**config.mk**
```make
export PLATFORM = sky130hd
export DESIGN_NAME = seg_scroll
export DESIGN_NICKNAME = d
export VERILOG_FILES = /design/src/rtl/seg_scroll.sv
export SDC_FILE = /design/constraint.sdc
export NUM_CORES = 1
export LEC_CHECK = 0
export ABC_AREA = 0
export BUFFER_PORTS_ARGS = -buffer_cell sky130_fd_sc_hd__buf_2
export CORE_AREA = 3 3 127 129
export DETAILED_ROUTE_END_ITERATION = 8
export DIE_AREA = 0 0 130 132
export PLACE_DENSITY = 0.5
export RECOVER_POWER = 50
export SYNTH_ARGS = -nofsm -noshare
export SYNTH_HDL_FRONTEND = slang
export SYNTH_SLANG_ARGS = --single-unit
```
**constraint.sdc**
```tcl
create_clock -name clk -period 5.6 [get_ports clk]
set_clock_uncertainty 0.1 [all_clocks]
set_input_delay 0.28 -clock clk [delete_from_list [all_inputs] [get_ports clk]]
set_output_delay 0.28 -clock clk [all_outputs]
set_load 0.01 [all_outputs]
```
**src/rtl/seg_scroll.sv**
```systemverilog
// -----------------------------------------------------------------------------
// seg_scroll
//
// Multiplexed common-anode 7-segment hex display driver with a static mode and
// a right-to-left scrolling mode. One digit is enabled at a time; a scan
// divider steps the active digit and a scroll divider steps the scroll
// position through a strip of NIBBLES hex digits followed by DIGITS blanks.
//
// Parameters:
//   DIGITS     - number of physical digits (2..8)
//   NIBBLES    - hex digits in data (DIGITS..16)
//   SCAN_DIV   - clk cycles per digit-scan step
//   SCROLL_DIV - clk cycles per scroll step
//
// Ports:
//   clk        in   system clock
//   rst_n      in   asynchronous active-low reset
//   data       in   value to display, nibble NIBBLES-1 most significant
//   mode       in   0 = static (live data), 1 = scroll (shadowed data)
//   pause      in   1 freezes scroll position and scroll divider
//   sel        out  digit enables, active-low, bit 0 = rightmost digit
//   segments   out  segment drives, active-low, bit 0 = a .. bit 6 = g
//   frame_done out  one-cycle pulse when the scroll position wraps to 0
//
// Build option:
//   SEG_LZB_EN - when defined, static mode blanks leading zeros (digit 0 is
//                always shown). Scroll mode is unaffected.
// -----------------------------------------------------------------------------
module seg_scroll #(
    parameter int DIGITS     = 4,
    parameter int NIBBLES    = 8,
    parameter int SCAN_DIV   = 400000,
    parameter int SCROLL_DIV = 50000000
) (
    input  logic                 clk,
    input  logic                 rst_n,
    input  logic [4*NIBBLES-1:0] data,
    input  logic                 mode,
    input  logic                 pause,
    output logic [DIGITS-1:0]    sel,
    output logic [6:0]           segments,
    output logic                 frame_done
);

    localparam int STRIP_LEN = NIBBLES + DIGITS;
    localparam int SC_W      = (SCAN_DIV > 1) ? $clog2(SCAN_DIV) : 1;
    localparam int RC_W      = (SCROLL_DIV > 1) ? $clog2(SCROLL_DIV) : 1;
    localparam int DW        = $clog2(DIGITS);
    localparam int PW        = $clog2(STRIP_LEN);

    localparam logic [SC_W-1:0] SC_LAST    = SC_W'(SCAN_DIV - 1);
    localparam logic [RC_W-1:0] RC_LAST    = RC_W'(SCROLL_DIV - 1);
    localparam logic [DW-1:0]   D_LAST     = DW'(DIGITS - 1);
    localparam logic [PW-1:0]   P_LAST     = PW'(STRIP_LEN - 1);
    localparam logic [PW-1:0]   P_NIBBLES  = PW'(NIBBLES);
    localparam logic [PW:0]     STRIP_EXT  = (PW+1)'(STRIP_LEN);
    localparam logic [PW:0]     POS_OFFSET = (PW+1)'(NIBBLES + DIGITS - 1);

    // -------------------------------------------------------------------------
    // Helper functions
    // -------------------------------------------------------------------------

    // Active-high hex glyph, bit 0 = a .. bit 6 = g.
    function automatic logic [6:0] hex_glyph(input logic [3:0] value);
        logic [6:0] g;
        case (value)
            4'h0:    g = 7'h3F;
            4'h1:    g = 7'h06;
            4'h2:    g = 7'h5B;
            4'h3:    g = 7'h4F;
            4'h4:    g = 7'h66;
            4'h5:    g = 7'h6D;
            4'h6:    g = 7'h7D;
            4'h7:    g = 7'h07;
            4'h8:    g = 7'h7F;
            4'h9:    g = 7'h6F;
            4'hA:    g = 7'h77;
            4'hB:    g = 7'h7C;
            4'hC:    g = 7'h39;
            4'hD:    g = 7'h5E;
            4'hE:    g = 7'h79;
            default: g = 7'h71;
        endcase
        return g;
    endfunction

    // Nibble idx of a data-width word (idx 0 = least significant).
    function automatic logic [3:0] nibble_at(input logic [4*NIBBLES-1:0] word,
                                             input int idx);
        logic [3:0] n;
        n = 4'h0;
        for (int i = 0; i < NIBBLES; i++) begin
            if (i == idx) begin
                n = word[4*i +: 4];
            end
        end
        return n;
    endfunction

`ifdef SEG_LZB_EN
    // A digit is a leading zero when it lies above the highest non-zero
    // displayed nibble. Digit 0 can never be above that index, so a zero
    // value still shows a single "0".
    function automatic logic leading_zero(input logic [4*NIBBLES-1:0] word,
                                          input int digit);
        int top;
        top = 0;
        for (int i = 0; i < DIGITS; i++) begin
            if (word[4*i +: 4] != 4'h0) begin
                top = i;
            end
        end
        return digit > top;
    endfunction
`endif

    // -------------------------------------------------------------------------
    // State
    // -------------------------------------------------------------------------
    logic [SC_W-1:0]      sc;
    logic [DW-1:0]        d;
    logic [RC_W-1:0]      rc;
    logic [PW-1:0]        p;
    logic [4*NIBBLES-1:0] shadow;
    logic                 mode_q;
    logic                 init_done;

    logic scan_tick;
    logic mode_rise;
    logic scroll_run;
    logic scroll_tick;
    logic wrap;
    logic capture;

    assign scan_tick   = (sc == SC_LAST);
    assign mode_rise   = mode & ~mode_q;
    // The entry cycle into scroll mode only clears the scroll state; counting
    // starts on the following cycle.
    assign scroll_run  = mode & ~mode_rise & ~pause;
    assign scroll_tick = scroll_run & (rc == RC_LAST);
    assign wrap        = scroll_tick & (p == P_LAST);
    // The shadow is loaded on the first clock after reset, on entry into
    // scroll mode and at the end of every pass, so a pass never tears.
    assign capture     = ~init_done | mode_rise | wrap;

    // Digit scan divider and digit index.
    always_ff @(posedge clk or negedge rst_n) begin
        if (!rst_n) begin
            sc <= '0;
            d  <= '0;
        end else if (scan_tick) begin
            sc <= '0;
            d  <= (d == D_LAST) ? '0 : d + 1'b1;
        end else begin
            sc <= sc + 1'b1;
        end
    end

    // Scroll divider and position. Static mode holds both at zero, which also
    // covers the restart behaviour on either mode edge.
    always_ff @(posedge clk or negedge rst_n) begin
        if (!rst_n) begin
            rc         <= '0;
            p          <= '0;
            mode_q     <= 1'b0;
            frame_done <= 1'b0;
        end else begin
            mode_q     <= mode;
            frame_done <= wrap;
            if (!mode || mode_rise) begin
                rc <= '0;
                p  <= '0;
            end else if (scroll_run) begin
                if (scroll_tick) begin
                    rc <= '0;
                    p  <= wrap ? '0 : p + 1'b1;
                end else begin
                    rc <= rc + 1'b1;
                end
            end
        end
    end

    // Shadow copy of data used by scroll mode.
    always_ff @(posedge clk or negedge rst_n) begin
        if (!rst_n) begin
            shadow    <= '0;
            init_done <= 1'b0;
        end else begin
            init_done <= 1'b1;
            if (capture) begin
                shadow <= data;
            end
        end
    end

    // -------------------------------------------------------------------------
    // Stage 0: select the character for the active digit
    // -------------------------------------------------------------------------
    logic [PW:0]       pos_sum;
    logic [PW-1:0]     strip_idx;
    logic [3:0]        nib_p0;
    logic              blank_p0;
    logic [DIGITS-1:0] digit_bit;

    always_comb begin
        // Strip position shown on digit d: (p + NIBBLES + DIGITS-1 - d) mod L.
        // The sum is below 2L, so a single conditional subtract reduces it.
        pos_sum = {1'b0, p} + POS_OFFSET - {{(PW + 1 - DW){1'b0}}, d};
        if (pos_sum >= STRIP_EXT) begin
            pos_sum = pos_sum - STRIP_EXT;
        end
        strip_idx = pos_sum[PW-1:0];
        digit_bit = DIGITS'(1) << d;

        if (mode) begin
            // Strip entry i holds nibble NIBBLES-1-i; entries past NIBBLES are blank.
            blank_p0 = (strip_idx >= P_NIBBLES);
            nib_p0   = nibble_at(shadow, NIBBLES - 1 - int'(strip_idx));
        end else begin
`ifdef SEG_LZB_EN
            blank_p0 = leading_zero(data, int'(d));
`else
            blank_p0 = 1'b0;
`endif
            nib_p0   = nibble_at(data, int'(d));
        end
    end

    // -------------------------------------------------------------------------
    // Stage 1: registered digit enables and segment drives
    // -------------------------------------------------------------------------
    always_ff @(posedge clk or negedge rst_n) begin
        if (!rst_n) begin
            sel      <= '1;
            segments <= 7'h7F;
        end else if (blank_p0) begin
            sel      <= '1;
            segments <= 7'h7F;
        end else begin
            sel      <= ~digit_bit;
            segments <= ~hex_glyph(nib_p0);
        end
    end

endmodule

```
After elaboration in Yosys (flattened, before gate mapping)
Memories as Yosys holds them, arrays and structs flattened.
Index checks and enable logic that the tools add are counted.
- muxes and demuxes: 27
- $add $sub $neg: 8
- equal/unequal tests: 14
- bitwise logic cells: 13
- shifts and indexed selects: 1
- order comparisons: 2
- reductions and logical operators: 7
- operator list (kind ; count):
    $mux W26 ; 3
    $mux W4 ; 19
    $logic_not A32 Y1 ; 1
    $add A26 B1 Y26 const B ; 1
    $eq A26 B26 Y1 const B ; 1
    $eq A4 B5 Y1 const A ; 4
    $add A19 B1 Y19 const B ; 1
    $eq A19 B19 Y1 const B ; 1
    $mux W19 ; 1
    $mux W7 ; 2
    $eq A3 B5 Y1 const A ; 2
    $not A7 Y7 ; 1
    $add A4 B4 Y5 const B ; 1
    $and A1 B1 Y1 ; 5
    $eq A2 B5 Y1 const A ; 1
    $ge A5 B4 Y1 const B ; 1
    $sub A3 B4 Y5 const A ; 1
    $sub A5 B2 Y5 ; 1
    $add A4 B1 Y4 const B ; 1
    $eq A2 B2 Y1 const A ; 2
    $eq A4 B4 Y1 const B ; 1
    $ge A4 B4 Y1 const B ; 1
    $not A1 Y1 ; 4
    $not A4 Y4 ; 1
    other kinds (13) ; 15
- output and inout bits: 12
- register bits after elaboration: 97
- logic and storage cells: 83
- ROM bits: 112
- input bits: 36
- memories: 1
- memories (name ; words ; width ; rd ports ; clocked after memory_dff ; wr ports ; line ; RTL):
    (name not given) ; 16 ; 7 ; 1 ; 0 ; 0 ; 66 ; case (value)

Logic depth before layout (Yosys ltp)
An unclocked memory read counts as a cell.
- word-level depth: 19
- depth in mapped cells: 18

Least setup slack after synthesis
OpenSTA, ideal clock, no wires.
- path kind: register -> register
- from: register d[1]
- to: register segments[3]
- clock period less this slack: 4203 ps
- stages on the path, launching flop included: 17
- slack: 1397 ps
- setup time: 78 ps
- arrival: 4025 ps
- path through: dfrtp_1 -> inv_1 -> ha_1 -> ha_1 -> fa_1 -> xor2_1 -> inv_1 -> ha_1 -> nor3b_1 -> nor4_1 -> or4b_2 -> nand3_1 -> o21ai_0 -> inv_1 -> ha_1 -> or3_1 -> and3_1
- word-level cells in the longest chain between the ends: 18
- elaborated cells on any way between the ends: 36
- classes of those cells: add/sub (3); order compare (2); eq/ne (10); mux (17); bitwise (1); reduce/logical (2); memory (1)
- ends and longest elaborated chain (what ; line ; RTL):
    start: declaration ; 121 ; logic [DW-1:0] d;
    start signal: assignment ; 153 ; d <= (d == D_LAST) ? '0 : d + 1'b1;
    $sub A5 B2 Y5 ; 209 ; pos_sum = {1'b0, p} + POS_OFFSET - {{(PW + 1 - DW){1'b0}}, d};
    $sub A4 B4 Y4 / $ge A5 B4 Y1 (equally long branches) ; 211, 210 ;
    $mux W4 ; 210 ; if (pos_sum >= STRIP_EXT) begin
    $sub A3 B4 Y5 ; 219 ; nib_p0 = nibble_at(shadow, NIBBLES - 1 - int'(strip_idx));
    $logic_not A32 Y1 ; 93 ; if (i == idx) begin
    $mux W4 (8 in a row) ; 93 ;
    $mux W4 ; 216 ; if (mode) begin
    $mem_v2 Z16 W7 ; - ;
    $mux W7 ; 237 ; end else if (blank_p0) begin
    $not A7 Y7 ; 242 ; segments <= ~hex_glyph(nib_p0);
    $mux W7 (*) ; 237 ;
    end signal: assignment ; 242 ;
    end: declaration ; 41 ; output logic [6:0] segments,
Mark *: on every way between the ends. The rest lies on a longest branch, timed or not. The select of a mux whose other input is x is not followed.
A chain may end at the register's enable or synchronous reset.

Worst setup path in the final report
Same ends and word-level chain as after synthesis.

==> impl_metrics.yaml <==
outcome:
  status: "finished with violations"
  violations: "max-capacitance violations, max-slew violations"
timing:
  slew_headroom: -0.6143
  hold_viol: 0
  rsz0062_at_grt: "no"
  fmax_mhz: 205.7
  worstMarginPinSlew_ns: 2.421
  min_period_ns: 4.861
  drv_slew: 45
  finalSetupTns_ns: 0
  period_share: 0.8680
  finalSetupViolCount: 0
layout:
  syn2layout_area_growth_pct: 13.66
  nFillCells: 1482
  drive_gt1_frac: 0.2045
  multi_input_area_sq_mm: 0.002623
  num-nets-final: 588
  final-seq-area_sq_mm: 0.002441
  final_common_cell: "dfrtp_1"
  utilization: 0.3910
  diodes: 0
  final_cell_mix: "86 x dfrtp_1, 48 x nand2_1, 48 x nor2_1"
synth:
  synth_area_sq_mm: 0.005210
  synth.area.mux_share: 0.1246
  ys_seq_elements: 97
  synth_fa_ha_area_frac: 0.04707
  synth-edff-count: 0
  synth_cell_types: 61
  avgSynthCellArea_sq_um: 10.65
  yosysWarnings: 0
  postSynth.asyncResetShare: 1.000
  seq_area_frac_synth: 0.4685
  synth-xor-area-share: 0.05884
  syn_nets: 544
  synth_compound_area_frac: 0.08573
  syn_inst: 489
  synth-main-ff-cell: "dfrtp_1"
  synth_top_family_by_area: "simple AND/OR/NAND/NOR gates"
  yosys.area_share.simple: 0.1844
die:
  die-height_um: 132
  dieWidth_um: 130
  start_util: 0.3440
  boundaryPins: 48
  core-area_sq_mm: 0.01515
  dieArea_sq_mm: 0.01716
  rows: 45
hold_path:
  min_delay_worst_endpoint: "shadow[27]$_DFFE_PN0P_"
  worstHoldPathType: "input port to register"
  holdCritStartpoint: "data[27]"
  hold_depth: 2
cts:
  cts_tree: "built"
  cts_buffer_depth: 2
  clk_latency_ns: 0.35
  h-tree-depth: 3
  clk_pin_slew_worst_paths_ns: 0.07
  clock-sinks: 97
  cts_made_buffers: 9
  cts-root-buf: "clkbuf_16"
  cts_resized: 0
critical_path:
  worstPathMaxFanout: 6
  r2r_setup_slack_ns: 0.74
  reg2reg_to: "segments[3]$_DFF_PN1_"
  r2r-start: "d[1]$_DFFE_PN0N_"
  arrival_ns: 5.03
  worstSetupPathType: "register to register"
  worst_setup_path_end_kind: "register"
  start_kind: "register"
  critPathRequiredTime_ns: 5.77
  rr_worst_depth: 16
route:
  drtPass1Iterations: 4
  wl_per_cell_um: 15.86
  vias: 3734
  drc_errors: 0
  vias_per_cell: 5.143
  ant_nets: 0
  totalWireLength_um: 11510
  drtIter0Drc: 222
global_route:
  grt-ovfl-total: 0
  antenna_found_initial: 0
  grt_pass1_vias: 3814
  grt_max_degree: 55
  grt_pass1_wl_um: 19230
  grtUsageTotal: 0.1399
pwr:
  cellPowerDensity_mw_per_mm2: 263.8
  ir_drop_uv: 127.1
  totalPowerFinal_uw: 1562
  power_leakage_uw: 0.002584
placed_design:
  io_buffers: 47
  dpl.hpwl_um: 8195
  place_congestion: 0.7723
flow_run:
  drv_cap: 1
cell usage after synthesis, types with 7 or more instances:
library cell	instances	area share
xnor2_1	12	0.020
dfstp_2	11	0.055
and3_1	7	0.0084
o21ai_0	29	0.028
ha_1	18	0.043
dfrtp_1	86	0.41
mux2i_1	9	0.017
clkbuf_1	12	0.0086
inv_1	16	0.012
a21oi_1	9	0.0086
mux2_4	26	0.075
nand4_1	8	0.0096
nor2_1	48	0.035
nor2b_1	10	0.012
xor2_1	23	0.039
nand2_1	48	0.035
nand3_1	26	0.025
state kept, by name, indices dropped and copies added, names as in the netlist, 2 cells and up:
| name | cells |
|---|---|
| d | 2 |
| rc | 26 |
| p | 4 |
| sc | 19 |
| segments | 7 |
| shadow | 32 |
| sel | 4 |
layout make-up:
type	instances	share of cell area
well taps	188	0.03972
clock buffers	11	0.04099
repair buffers	52	0.04310
inverters	16	0.01014
clock inverters	5	0.01099
multi-input cells	357	0.4428
flip-flops and latches	97	0.4122
worst max-delay path: stages, from the launching register on:
cell,delay (ns)
dfrtp_1,0.40
inv_1,0.13
ha_1,0.25
ha_1,0.24
fa_1,0.38
xor2_1,0.34
inv_1,0.14
ha_1,0.22
nor3b_1,0.16
nor4_1,0.57
or4b_2,0.24
nand3_1,0.06
o21ai_0,0.50
inv_1,0.18
ha_1,0.33
or3_1,0.36
and3_1,0.18
per-stage QoR:
| step | hold slack, ns | setup slack (ns) | cells | area (sq um) |
|---|---|---|---|---|
| floorplan | -0.1156 | 1.397 | 489 | 5210 |
| global placement | 0.2172 | 1.035 | 709 | 5627 |
| detailed placement | 0.2239 | 0.7494 | 709 | 5627 |
| CTS | 0.04714 | 0.7200 | 726 | 5944 |
| global route | 0.05162 | 0.4369 | 726 | 5922 |
| finish | 0.05984 | 0.7391 | 726 | 5922 |
power breakdown:
group	internal, uW	switching (uW)
combinational	81.2	88.9
sequential	737	16.4
clock	363	276
metal layers:
layer / global-route usage / vias to the layer above / share of wire
met5: 0 / - / 0
met4: 0.06062 / 0 / 0.021
met3: 0.02229 / 16 / 0.032
met1: 0.1911 / 1848 / 0.48
li1: - / 1811 / -
met2: 0.2189 / 59 / 0.46
worst max-delay path by stage:
stage                     start               endpoint  slack, ns
5_1_grt        d[1]$_DFFE_PN0N_  segments[3]$_DFF_PN1_       0.44
3_5_place_dp   d[1]$_DFFE_PN0N_  segments[3]$_DFF_PN1_       0.75
4_1_cts        d[1]$_DFFE_PN0N_  segments[3]$_DFF_PN1_       0.72
2_1_floorplan  d[1]$_DFFE_PN0N_  segments[3]$_DFF_PN1_       1.40
6_report       d[1]$_DFFE_PN0N_  segments[3]$_DFF_PN1_       0.74
3_3_place_gp   d[1]$_DFFE_PN0N_  segments[3]$_DFF_PN1_       1.04
logic make-up after synthesis:
kind of cell             after synthesis
multiplexers                          45
flip-flops                            97
buffers and inverters                 35
AO/OA/AOI/OAI                         68
XOR/XNOR                              35
other                                  1
AND/OR/NAND/NOR                      189
adder cells (fa/ha/maj)               19
timing repair:
item,in CTS,in global routing
buffers inserted,0,0
hold buffers,1,0
hold endpoints to repair,36,0
(Power assumes the default switching activity.)
